--- src/rtl/fpnew_pkg.sv ---
// rtl/fpnew_pkg.sv - FPU interface enums and status flags shared with the accelerator
package fpnew_pkg;

  typedef enum logic [2:0] {
    RNE = 3'b000,
    RTZ = 3'b001,
    RDN = 3'b010,
    RUP = 3'b011,
    RMM = 3'b100,
    DYN = 3'b111
  } roundmode_e;

  typedef enum logic [2:0] {
    FP32    = 3'd0,
    FP64    = 3'd1,
    FP16    = 3'd2,
    FP8     = 3'd3,
    FP16ALT = 3'd4
  } fp_format_e;

  typedef enum logic [1:0] {
    INT8  = 2'd0,
    INT16 = 2'd1,
    INT32 = 2'd2,
    INT64 = 2'd3
  } int_format_e;

  typedef enum logic [3:0] {
    FMADD, FNMSUB, ADD, MUL, DIVSQRT, SQRT, SGNJ, MINMAX,
    CMP, CLASSIFY, F2F, F2I, I2F, CPKAB, CPKCD
  } operation_e;

  typedef struct packed {
    logic nv;
    logic dz;
    logic of;
    logic uf;
    logic nx;
  } status_t;

endpackage

--- src/rtl/acc_pkg.sv ---
// rtl/acc_pkg.sv - accelerator instruction, FPU request/response and slot types
package acc_pkg;

  localparam int DEFAULT_MAX_OUTSTANDING = 4;
  localparam int TAG_W = 4;

  typedef logic [31:0]      data_t;
  typedef logic [4:0]       reg_addr_t;
  typedef logic [TAG_W-1:0] tag_t;

  typedef struct packed {
    fpnew_pkg::operation_e fpu_operation;
  } acc_operation_t;

  typedef struct packed {
    logic           acc_op;
    acc_operation_t operation;
    logic           op_mod;
    data_t          op0;
    data_t          op1;
    data_t          op2;
    reg_addr_t      rd;
  } acc_instr_t;

  typedef struct packed {
    data_t [2:0]            operands;
    fpnew_pkg::operation_e  op;
    logic                   op_mod;
    fpnew_pkg::roundmode_e  rnd_mode;
    fpnew_pkg::fp_format_e  src_fmt;
    fpnew_pkg::fp_format_e  dst_fmt;
    fpnew_pkg::int_format_e int_fmt;
    logic                   vectorial_op;
    logic                   simd_mask;
    tag_t                   tag;
  } fpu_req_t;

  typedef struct packed {
    data_t              result;
    fpnew_pkg::status_t status;
    tag_t               tag;
  } fpu_resp_t;

  typedef struct packed {
    logic      busy;
    reg_addr_t rd;
  } slot_entry_t;

  // Scalar FP32 issue: formats and SIMD controls are fixed, only operands/op/tag vary.
  function automatic fpu_req_t make_fpu_req(acc_instr_t instr, fpnew_pkg::roundmode_e rnd, tag_t tag);
    fpu_req_t r;
    r              = '0;
    r.operands[0]  = instr.op0;
    r.operands[1]  = instr.op1;
    r.operands[2]  = instr.op2;
    r.op           = instr.operation.fpu_operation;
    r.op_mod       = instr.op_mod;
    r.rnd_mode     = rnd;
    r.src_fmt      = fpnew_pkg::FP32;
    r.dst_fmt      = fpnew_pkg::FP32;
    r.int_fmt      = fpnew_pkg::INT32;
    r.vectorial_op = 1'b0;
    r.simd_mask    = 1'b1;
    r.tag          = tag;
    return r;
  endfunction

endpackage

--- src/rtl/acc_tag_table.sv ---
// rtl/acc_tag_table.sv - in-flight slot table: lowest-free allocate, indexed release, busy count
module acc_tag_table
  import acc_pkg::*;
#(
  parameter int  N     = DEFAULT_MAX_OUTSTANDING,
  localparam int IDX_W = $clog2(N),
  localparam int CNT_W = $clog2(N + 1)
) (
  input  logic             clk,
  input  logic             rst,
  input  logic             alloc_en,
  input  reg_addr_t        alloc_rd,
  input  logic             release_en,
  input  logic [IDX_W-1:0] release_idx,
  output logic             free_avail,
  output logic [IDX_W-1:0] alloc_idx,
  output logic             release_busy,
  output reg_addr_t        release_rd,
  output logic [CNT_W-1:0] busy_count
);

  slot_entry_t slots [N];

  // Priority search uses only registered state, so a slot released this cycle is not reused until the next.
  always_comb begin
    free_avail = 1'b0;
    alloc_idx  = '0;
    for (int i = N - 1; i >= 0; i--) begin
      if (!slots[i].busy) begin
        free_avail = 1'b1;
        alloc_idx  = IDX_W'(i);
      end
    end
  end

  assign release_busy = slots[release_idx].busy;
  assign release_rd   = slots[release_idx].rd;

  always_ff @(posedge clk) begin
    if (rst) begin
      for (int i = 0; i < N; i++) slots[i] <= '0;
      busy_count <= '0;
    end else begin
      if (release_en) slots[release_idx].busy <= 1'b0;
      if (alloc_en) begin
        slots[alloc_idx].busy <= 1'b1;
        slots[alloc_idx].rd   <= alloc_rd;
      end
      if (alloc_en && !release_en)      busy_count <= busy_count + CNT_W'(1);
      else if (release_en && !alloc_en) busy_count <= busy_count - CNT_W'(1);
    end
  end

endmodule

--- src/rtl/acc_fpu_issue.sv ---
// rtl/acc_fpu_issue.sv - issues accelerator instructions to the FPU and routes tagged results to writeback
module acc_fpu_issue
  import acc_pkg::*;
#(
  parameter int                    MAX_OUTSTANDING = DEFAULT_MAX_OUTSTANDING,
  parameter fpnew_pkg::roundmode_e RND_MODE        = fpnew_pkg::RNE,
  localparam int IDX_W = $clog2(MAX_OUTSTANDING),
  localparam int CNT_W = $clog2(MAX_OUTSTANDING + 1)
) (
  input  logic               clk_i,
  input  logic               rst_i,
  input  acc_instr_t         instr_i,
  input  logic               instr_valid_i,
  output logic               instr_ready_o,
  output fpu_req_t           fpu_req_o,
  output logic               fpu_req_valid_o,
  input  logic               fpu_req_ready_i,
  input  fpu_resp_t          fpu_resp_i,
  input  logic               fpu_resp_valid_i,
  output logic               fpu_resp_ready_o,
  output reg_addr_t          wb_rd_o,
  output data_t              wb_data_o,
  output fpnew_pkg::status_t wb_status_o,
  output logic               wb_valid_o,
  input  logic               wb_ready_i,
  output logic [CNT_W-1:0]   outstanding_o,
  output logic               err_o
);

  logic             free_avail;
  logic [IDX_W-1:0] alloc_idx;
  logic             slot_busy;
  reg_addr_t        slot_rd;
  logic             instr_fire;
  logic             alloc_en;
  logic             resp_fire;
  logic             tag_in_range;
  logic             resp_ok;

  // acc_op instructions are always consumable; FPU ones need a slot and room in the request register.
  assign instr_ready_o    = instr_i.acc_op | (free_avail & (~fpu_req_valid_o | fpu_req_ready_i));
  assign instr_fire       = instr_valid_i & instr_ready_o;
  assign alloc_en         = instr_fire & ~instr_i.acc_op;

  assign fpu_resp_ready_o = ~wb_valid_o | wb_ready_i;
  assign resp_fire        = fpu_resp_valid_i & fpu_resp_ready_o;
  assign tag_in_range     = int'(fpu_resp_i.tag) < MAX_OUTSTANDING;
  assign resp_ok          = resp_fire & tag_in_range & slot_busy;

  acc_tag_table #(
    .N (MAX_OUTSTANDING)
  ) u_tag_table (
    .clk          (clk_i),
    .rst          (rst_i),
    .alloc_en     (alloc_en),
    .alloc_rd     (instr_i.rd),
    .release_en   (resp_ok),
    .release_idx  (fpu_resp_i.tag[IDX_W-1:0]),
    .free_avail   (free_avail),
    .alloc_idx    (alloc_idx),
    .release_busy (slot_busy),
    .release_rd   (slot_rd),
    .busy_count   (outstanding_o)
  );

  always_ff @(posedge clk_i) begin
    if (rst_i) begin
      fpu_req_o       <= '0;
      fpu_req_valid_o <= 1'b0;
      wb_rd_o         <= '0;
      wb_data_o       <= '0;
      wb_status_o     <= '0;
      wb_valid_o      <= 1'b0;
      err_o           <= 1'b0;
    end else begin
      if (alloc_en) begin
        fpu_req_o       <= make_fpu_req(instr_i, RND_MODE, tag_t'(alloc_idx));
        fpu_req_valid_o <= 1'b1;
      end else if (fpu_req_ready_i) begin
        fpu_req_valid_o <= 1'b0;
      end

      if (resp_ok) begin
        wb_rd_o     <= slot_rd;
        wb_data_o   <= fpu_resp_i.result;
        wb_status_o <= fpu_resp_i.status;
        wb_valid_o  <= 1'b1;
      end else if (wb_ready_i) begin
        wb_valid_o <= 1'b0;
      end

      err_o <= (instr_fire & instr_i.acc_op) | (resp_fire & ~resp_ok);
    end
  end

endmodule

--- config.mk ---
export PLATFORM = sky130hd
export DESIGN_NAME = acc_fpu_issue
export DESIGN_NICKNAME = d
export VERILOG_FILES = /design/src/rtl/fpnew_pkg.sv /design/src/rtl/acc_pkg.sv /design/src/rtl/acc_tag_table.sv /design/src/rtl/acc_fpu_issue.sv
export SDC_FILE = /design/constraint.sdc
export NUM_CORES = 1
export LEC_CHECK = 0
export ABC_AREA = 1
export CAP_MARGIN = 20
export CORE_ASPECT_RATIO = 1.25
export CORE_MARGIN = 1
export CORE_UTILIZATION = 46
export CTS_CLUSTER_SIZE = 16
export DETAILED_ROUTE_END_ITERATION = 10
export PLACE_DENSITY_LB_ADDON = 0.05
export SLEW_MARGIN = 10
export SYNTH_ARGS = -nofsm -noshare
export SYNTH_HDL_FRONTEND = slang
export SYNTH_HIERARCHICAL = 1
export SYNTH_SLANG_ARGS = --single-unit
--- constraint.sdc ---
create_clock -name clk_i -period 4.1 [get_ports clk_i]
set_input_delay 0.82 -clock clk_i [delete_from_list [all_inputs] [get_ports clk_i]]
set_output_delay 0.82 -clock clk_i [all_outputs]
set_load 0.02 [all_outputs]
# Yosys cells after proc, flatten, opt, wreduce, memory -nomap -nowiden
# Memories as Yosys holds them, arrays and structs flattened.
# Index checks and enable logic that the tools add are counted.
# W data, S select, Z words.
# classes
n_lt_le_gt_ge	1
bitwise	16
addsub	2
n_reduce_logical	9
mux	28
# ops
cell	n
$mux W1	17
$mux W2	7
$mux W6	2
$reduce_or A6 Y1	2
$and A1 B1 Y1	8
$mux W3	2
$reduce_bool A2 Y1	3
$lt A4 B3 Y1 const B	1
$not A1 Y1	4
$or A1 B1 Y1	4
$add A3 B1 Y3 const B	1
$sub A3 B1 Y3 const B	1
$logic_and A1 B1 Y1	2
$logic_not A1 Y1	2
# word_totals
reg_bits	152
inputBits	154
mem_bits_rw	24
mem_count	1
output_inout_bits	168
wordCells	75
# mem_list
memory	words	width	read_ports	rd_clocked_by_memory_dff	wr	line	rtl
u_tag_table.slots	4	6	5	0	4	acc_tag_table.sv:22	slot_entry_t slots [N];

# Logic depth before layout (Yosys ltp)
# Gate-level depths: netlist of run 1.
# An unclocked memory read counts as a cell.
# depth
ltp_word	14
mapped_depth	17
mapped_depth_nobuf	16

# Cells and area by module
# The synthesis of run 1 kept the hierarchy.
# modules_own_cells
module	seq_area_each_um2	instances	area_per_inst_um2	cells_each
acc_fpu_issue	2982.9	1	6304.8	967
acc_tag_table	740.7	1	1298.7	145

# Worst setup path after synthesis of run 1
# No wires, ideal clock.
# synth_path
kind	in2reg
start	input fpu_resp_i[1] (netlist name)
end	register u_tag_table.busy_count[1]
n_path_buf	2
slack_ps	1215
setup_ps	116
arrival_ps	2769
required_time_ps	3984
cell_stages	12
path_cell_list	clkbuf_1 -> o21ai_0 -> o21ai_0 -> nand3_1 -> nor2_4 -> buf_6 -> inv_1 -> ha_1 -> inv_1 -> fa_1 -> o21ai_0 -> nor2_1
# synth_between
elab_cells_between_ends	9
cone_classes	order compare (1); mux (1); bitwise (2); reduce/logical (4); memory (1)
# synth_rtl
item	line	rtl
start: declaration	acc_fpu_issue.sv:18	input fpu_resp_t fpu_resp_i,
$mem_v2 Z4 W6 (*)	n/a	
via slot_busy	acc_fpu_issue.sv:32	logic slot_busy;
$and A1 B1 Y1 (*)	acc_fpu_issue.sv:48	assign resp_ok = resp_fire & tag_in_range & slot_busy;
via resp_ok	acc_fpu_issue.sv:38	logic resp_ok;
$logic_not A1 Y1	acc_tag_table.sv:49	if (alloc_en && !release_en) busy_count <= busy_count + CNT_W'(1);
$logic_and A1 B1 Y1	acc_tag_table.sv:49	
$mux W3 / $reduce_bool A2 Y1 (equally long branches)	n/a	
end signal: assignment	acc_tag_table.sv:49	
end signal: assignment	acc_tag_table.sv:50	else if (release_en && !alloc_en) busy_count <= busy_count - CNT_W'(1);
end: declaration	acc_tag_table.sv:19	output logic [CNT_W-1:0] busy_count
# The timed path passes the listed nets; every way through them passes the cells marked *.
# A chain may end at the register's enable or synchronous reset.

# Final worst setup path of run 1
# layout_path
start	input fpu_req_ready_i
end	output instr_ready_o
# layout_between
elab_chain_len	3
# layout_rtl
item	line	rtl
start: declaration	acc_fpu_issue.sv:17	input logic fpu_req_ready_i,
$or A1 B1 Y1	acc_fpu_issue.sv:41	assign instr_ready_o = instr_i.acc_op | (free_avail & (~fpu_req_valid_o | fpu_req_ready_i));
$and A1 B1 Y1	acc_fpu_issue.sv:41	
$or A1 B1 Y1	acc_fpu_issue.sv:41	
end: declaration	acc_fpu_issue.sv:14	output logic instr_ready_o,
# Every way passes these cells.

==> impl_metrics.ini, run 1 <==
[finish]
finalNetCount = 1548
drive_above_1_share = 0.0335
register_area_um2 = 3720
fin_area_um2 = 11200
fillers = 1414
multiInputGateArea_um2 = 2840
syn_to_final_growth_pct = 47.3

[placed_design]
place_congestion = 0.774
io_buffer_count = 308
placed_area_um2 = 10600
dpl.hpwl_mm = 14.0

[global_route]
grt_pass1_vias = 6334
antenna_found_initial = 1
grt_pass1_wl_mm = 30.7
grt_overflow = 0
grt_use_total = 0.233
grt_max_degree = 119

[timing]
rsz0062_at_grt = false
hold_slack_ns = 0.477
post-route-period-util = 0.731
min_period_ns = 3.00
tns_ns = 0
finalSetupViolCount = 0
hold_viol_final = 0
max_freq_mhz = 334
worst_slew_pin_slew_ns = 0.837
fin_skew_ns = 0.00968
drv_slew = 0
slew_headroom = 0.442

[hold_path]
min_path_cells = 2
whs_endpoint = fpu_req_o[34]
min_path_type = flip-flop to flip-flop
hp-start = fpu_req_o[34]

[synth]
synthSimpleGateAreaFrac = 0.342
synth_cells = 1112
synth-xor-area-share = 0.00115
syn_area_um2 = 7600
synthMuxAreaShare = 0
synth-compound-area-share = 0.0179
synth-seq-cells = 176
synth.avg_cell_area_um2 = 6.84
yosysSeqAreaShare = 0.490
synth_fa_ha_area_frac = 0.00428
synth_cell_types = 28
ys.warnings.count = 6
synth_top_family_by_area = simple AND/OR/NAND/NOR gates

[cts]
clk_pin_slew_ns = 0.06
cts_root_buf = clkbuf_16
cts_setup_buffers = 0
ctsResizeCount = 0
clock_sinks = 176
htreeDepth = 4
ctsHoldBuffers = 0
clock_path_buffers = 2
cts_tree = built
cts_inserted_buffers = 17
clock_latency_ns = 0.42

[critical_path]
worstReg2RegEnd = u_tag_table/busy_count[1]
end_kind = output pin
r2r_cells = 12
crit_type = input pin to output pin
crit_path_start_kind = input pin
cp_data_arrival_time_ns = 2.18
cp_data_required_time_ns = 3.28
rrSetupSlack_ns = 1.91
worstPathMaxFanout = 2
r2r_start = u_tag_table/slots[1][5]

[drt]
routedWlPerCell_um = 12.1
drtPass1Iterations = 4
vias_per_cell = 4.35
antenna_left = 0
finalWirelength_mm = 19.6
drc = 0
vias = 7063
drt_iter0_markers = 336

[floorplanning]
die_area_um2 = 17100
start_util = 0.469
num_rows = 52
io_pins = 322
coreArea_um2 = 16200
dieWidth_um = 117
die_h_um = 146

[power]
p_leak_nw = 5.18
power_mw = 4.11
p_int_mw = 3.03
clkPwrFrac = 0.358
power_density_nw_per_um2 = 367
vdd_ir_drop_max_mv = 0.252
combPwrFrac = 0.183
switching_share = 0.263
p_switching_mw = 1.08
seqPwrFrac = 0.459

[job]
drv_cap = 0

[run_status]
status = finished, final reports clean
stage by stage:
stage / cells / worst slack [ns] / utilization
after global routing: 1622 / 0.924 / 0.691
after global placement: 1588 / 0.796 / 0.657
after floorplan: 1124 / 1.22 / -
final: 1622 / 1.10 / 0.691
after CTS: 1620 / 1.09 / 0.690
after detailed placement: 1588 / 0.721 / 0.657
per-layer routing:
metal	wire length, um	share of wire	GRT usage
met3	2050	0.10	0.0995
met2	9420	0.48	0.402
met4	582	0.030	0.108
met1	7510	0.38	0.239
met5	0	0	0
state kept, by name, summed over array words and instances, names as in the netlist:
| name | count |
|---|---|
| err_o | 1 |
| wb_data_o | 32 |
| wb_rd_o | 5 |
| u_tag_table/busy_count | 3 |
| fpu_req_valid_o | 1 |
| fpu_req_o | 104 |
| wb_status_o | 5 |
| wb_valid_o | 1 |
| u_tag_table/slots | 24 |
layout by cell type (no fill, tap or decap), types with 2 or more instances in the layout:
master,instances
inv_1,171
nand2_1,274
edfxtp_1,20
nor2_4,2
nor2_2,2
nand3_1,48
clkdlybuf4s50_1,308
inv_2,2
clkinvlp_2,4
dfxtp_1,156
buf_4,7
nor2_1,324
clkinv_1,4
conb_1,13
clkbuf_1,2
nand4_1,2
clkbuf_16,17
o22ai_1,5
nor3_1,6
a21oi_1,4
clkinv_4,2
o21ai_0,17
nand2_2,3
clkinvlp_4,2
worst max-delay path, stage by stage:
cell and delay [ns]:
clkdlybuf4s50_1 0.45, inv_1 0.04, nand2_2 0.07, nand2_1 0.10
nand2_1 0.07, clkdlybuf4s50_1 0.61
cell usage after synthesis:
library cell  count  area [um2]
nand4_1           2        12.5
nor3_1            6        30.0
nor2_2            2        12.5
fa_1              1        20.0
buf_6             6        67.6
buf_1             8        30.0
buf_8             1        15.0
conb_1            1        3.75
inv_2             3        11.3
buf_2            24         120
a21oi_1           4        20.0
buf_4            27         203
ha_1              1        12.5
xor2_1            1        8.76
clkbuf_1          2        7.51
edfxtp_1         20         601
nor2_1          325        1220
nand2_2           3        18.8
nand3_2           1        10.0
nand3b_1          1        7.51
nor2_4            1        11.3
o21ai_0          17        85.1
inv_1           171         642
nand2_4           1        11.3
dfxtp_1         156        3120
nand2_1         274        1030
o22ai_1           5        31.3
nand3_1          48         240
worst max-delay path by stage:
stage / slack [ns] / from / end
2_1_floorplan: 1.22 / fpu_resp_i[1] / u_tag_table/busy_count[1]
3_3_place_gp: 0.80 / fpu_resp_i[0] / u_tag_table/busy_count[1]
3_5_place_dp: 0.72 / fpu_resp_i[0] / u_tag_table/busy_count[1]
4_1_cts: 1.09 / fpu_req_ready_i / instr_ready_o
5_1_grt: 0.92 / fpu_resp_i[0] / u_tag_table/busy_count[1]
6_report: 1.10 / fpu_req_ready_i / instr_ready_o
final cells by class:
type / count / area share
repair buffers: 317 / 0.284
diodes: 1 / 0.000223
flip-flops and latches: 176 / 0.332
inverters: 174 / 0.0585
clock inverters: 13 / 0.00871
multi-input cells: 706 / 0.253
clock buffers: 19 / 0.0386
well taps: 216 / 0.0241
power by group through the flow:
stage	Sequential [mW]	Combinational [mW]	Clock (mW)
2_1_floorplan	2.02	0.296	0
6_report	1.89	0.753	1.47
4_1_cts	1.89	0.759	1.51
3_3_place_gp	1.92	0.750	0
5_1_grt	1.90	0.831	1.57
3_5_place_dp	1.92	0.754	0
cell families (layout without fill, tap and decap cells):
family                   Yosys count  after routing
flip-flops                       176            176
adder cells (fa/ha/maj)            2              2
AO/OA/AOI/OAI                     26             26
AND/OR/NAND/NOR                  664            664
buffers and inverters            242            523
other                              1             14
XOR/XNOR                           1              1
Note: power is estimated with default switching activity, not from simulation.
==> run 2: changes to the inputs <==
- CORE_UTILIZATION: 46 -> 39
- clock period: 4.1 -> 2.5 ns (I/O delays scaled with it)
==> impl_metrics.ini, run 2 (synthesis gave the netlist of run 1 again) <==
[timing]
hold_viol_final = 0
fin_skew_ns = 0.00944
post-route-period-util = 0.945
min_period_ns = 2.36
drv_slew = 0
finalSetupViolCount = 0
worst_slack_ns = 0.138
tns_ns = 0
rsz0062_at_grt = false
max_freq_mhz = 423
hold_slack_ns = 0.479

[critical_path]
startpoint = fpu_req_ready_i
path_buf_inv = 3
worstReg2RegEnd = u_tag_table/busy_count[1]
cp_data_required_time_ns = 2.00
setup.worst_path.end = instr_ready_o
path_delay_family = buffers and inverters
r2r_start = u_tag_table/slots[1][5]
end_kind = output pin
cpMaxStageDelayCell = clkdlybuf4s50_1
cp_data_arrival_time_ns = 1.86
worstPathMaxFanout = 2
crit_type = input pin to output pin
r2r_cells = 12
crit_chain = clkdlybuf4s50_1 > inv_1 > nand2_2 > nand2_1 > nand2_1 > clkdlybuf4s50_1
worst-path-stages = 6
crit_path_start_kind = input pin
rrSetupSlack_ns = 0.26
cp_slowest_stage_delay_ns = 0.61

[global_route]
grt_use_total = 0.204
antenna_found_initial = 0
grt_max_degree = 116
grt_overflow = 0
grt_pass1_vias = 6447
grt_pass1_wl_mm = 32.1

[cts]
clock_latency_ns = 0.42
cts_inserted_buffers = 17
cts_root_buf = clkbuf_16
clk_pin_slew_ns = 0.06
clock_sinks = 176
cts_tree = built
htreeDepth = 4
clock_path_buffers = 2

[finish]
biggestRegsByFlops = fpu_req_o: 104 flops, wb_data_o: 32 flops, u_tag_table/slots: 24 flops
drive_above_1_share = 0.0492
layout_common_cells = 324 x nor2_1, 308 x clkdlybuf4s50_1, 274 x nand2_1, 171 x inv_1, 156 x dfxtp_1
syn_to_final_growth_pct = 51.3
antenna_cells = 0
finalNetCount = 1566
largest-register = fpu_req_o
finalNonFillerCells = 1655
layout.cells.most_common = nor2_1
largest_reg_flops = 104

[drt]
drc = 0
finalWirelength_mm = 20.5
vias = 7142
antenna_left = 0
routedWlPerCell_um = 12.4
vias_per_cell = 4.32
drt_iter0_markers = 333
drtPass1Iterations = 4

[floorplanning]
io_pins = 322
num_rows = 56
die_area_um2 = 20100
start_util = 0.402
coreArea_um2 = 18900
die_h_um = 158
dieWidth_um = 127

[power]
vdd_ir_drop_max_mv = 0.405
power_density_nw_per_um2 = 616
p_leak_nw = 5.35
power_mw = 7.09

[placed_design]
place_ws_ns = -0.268
dp_cells = 1623
dpl.hpwl_mm = 14.8
io_buffer_count = 308
place_congestion = 0.766

[hold_path]
min_path_type = flip-flop to flip-flop

[run_status]
status = finished, final reports clean

[job]
drv_cap = 0
run 2: cell count changes in the layout (fill, tap and decap cells not counted), sizes merged:
cell,change
clkinvlp,-5
inv,+7
clkinv,-4
buf,+18
diode,-1
clkbuf,+2
run 2: report_power, final:
part / total, mW / leakage (nW) / internal, mW / switching, mW
Clock: 2.73 / 0.298 / 1.55 / 1.18
Sequential: 3.09 / 1.49 / 3.01 / 0.0790
Combinational: 1.27 / 3.56 / 0.634 / 0.640
Total: 7.09 / 5.35 / 5.19 / 1.90
run 2: per-layer routing:
| metal | part of all wire | GRT usage | up-vias |
|---|---|---|---|
| met5 | 0 | 0 | - |
| met4 | 0.020 | 0.0760 | 0 |
| met3 | 0.097 | 0.0842 | 25 |
| met2 | 0.49 | 0.353 | 230 |
| met1 | 0.40 | 0.222 | 3072 |
| li1 | - | - | 3815 |
run 2: layout make-up:
cell class | instances | area, um2
Clock buffer | 21 | 493
Sequential cell | 176 | 3720
Tap cell | 232 | 290
Timing Repair Buffer | 335 | 3390
Clock inverter | 11 | 115
Multi-Input combinational cell | 706 | 2840
Inverter | 174 | 656
Fill cell | 1786 | 7410
run 2: metrics by stage:
| step | cell area [um2] | utilization |
|---|---|---|
| after global routing | 11500 | 0.608 |
| final | 11500 | 0.608 |
| after CTS | 11500 | 0.608 |
| after floorplan | 7650 | - |
| after global placement | 10900 | 0.576 |
| after detailed placement | 10900 | 0.576 |
run 2: repair_timing:
item,CTS,global route
resized for setup,0,1
setup buffers,0,0
setup endpoints to repair,0,1
hold buffers,0,0
run 2: how the worst min path moves through the flow:
stage / startpoint / to / slack [ns] / cells past startpoint
2_1_floorplan: u_tag_table/slots[2][5] / u_tag_table/slots[2][5] / 0.48 / 2
3_3_place_gp: fpu_req_o[17] / fpu_req_o[17] / 0.46 / 2
3_5_place_dp: fpu_req_o[25] / fpu_req_o[25] / 0.47 / 2
4_1_cts: fpu_req_o[87] / fpu_req_o[87] / 0.48 / 2
5_1_grt: fpu_req_o[20] / fpu_req_o[20] / 0.50 / 2
6_report: fpu_req_o[87] / fpu_req_o[87] / 0.48 / 2
run 2: tightest hold or removal path: stages, from the launching register on:
cell and delay, ns:
dfxtp_1 0.32, nor2_1 0.04, nor2_1 0.08
==> run 3: changes to the inputs <==
- ABC_CLOCK_PERIOD_IN_PS: not set -> 2500
==> results of run 3 <==
Final layout, timing and power as in run 2 (identical DEF).
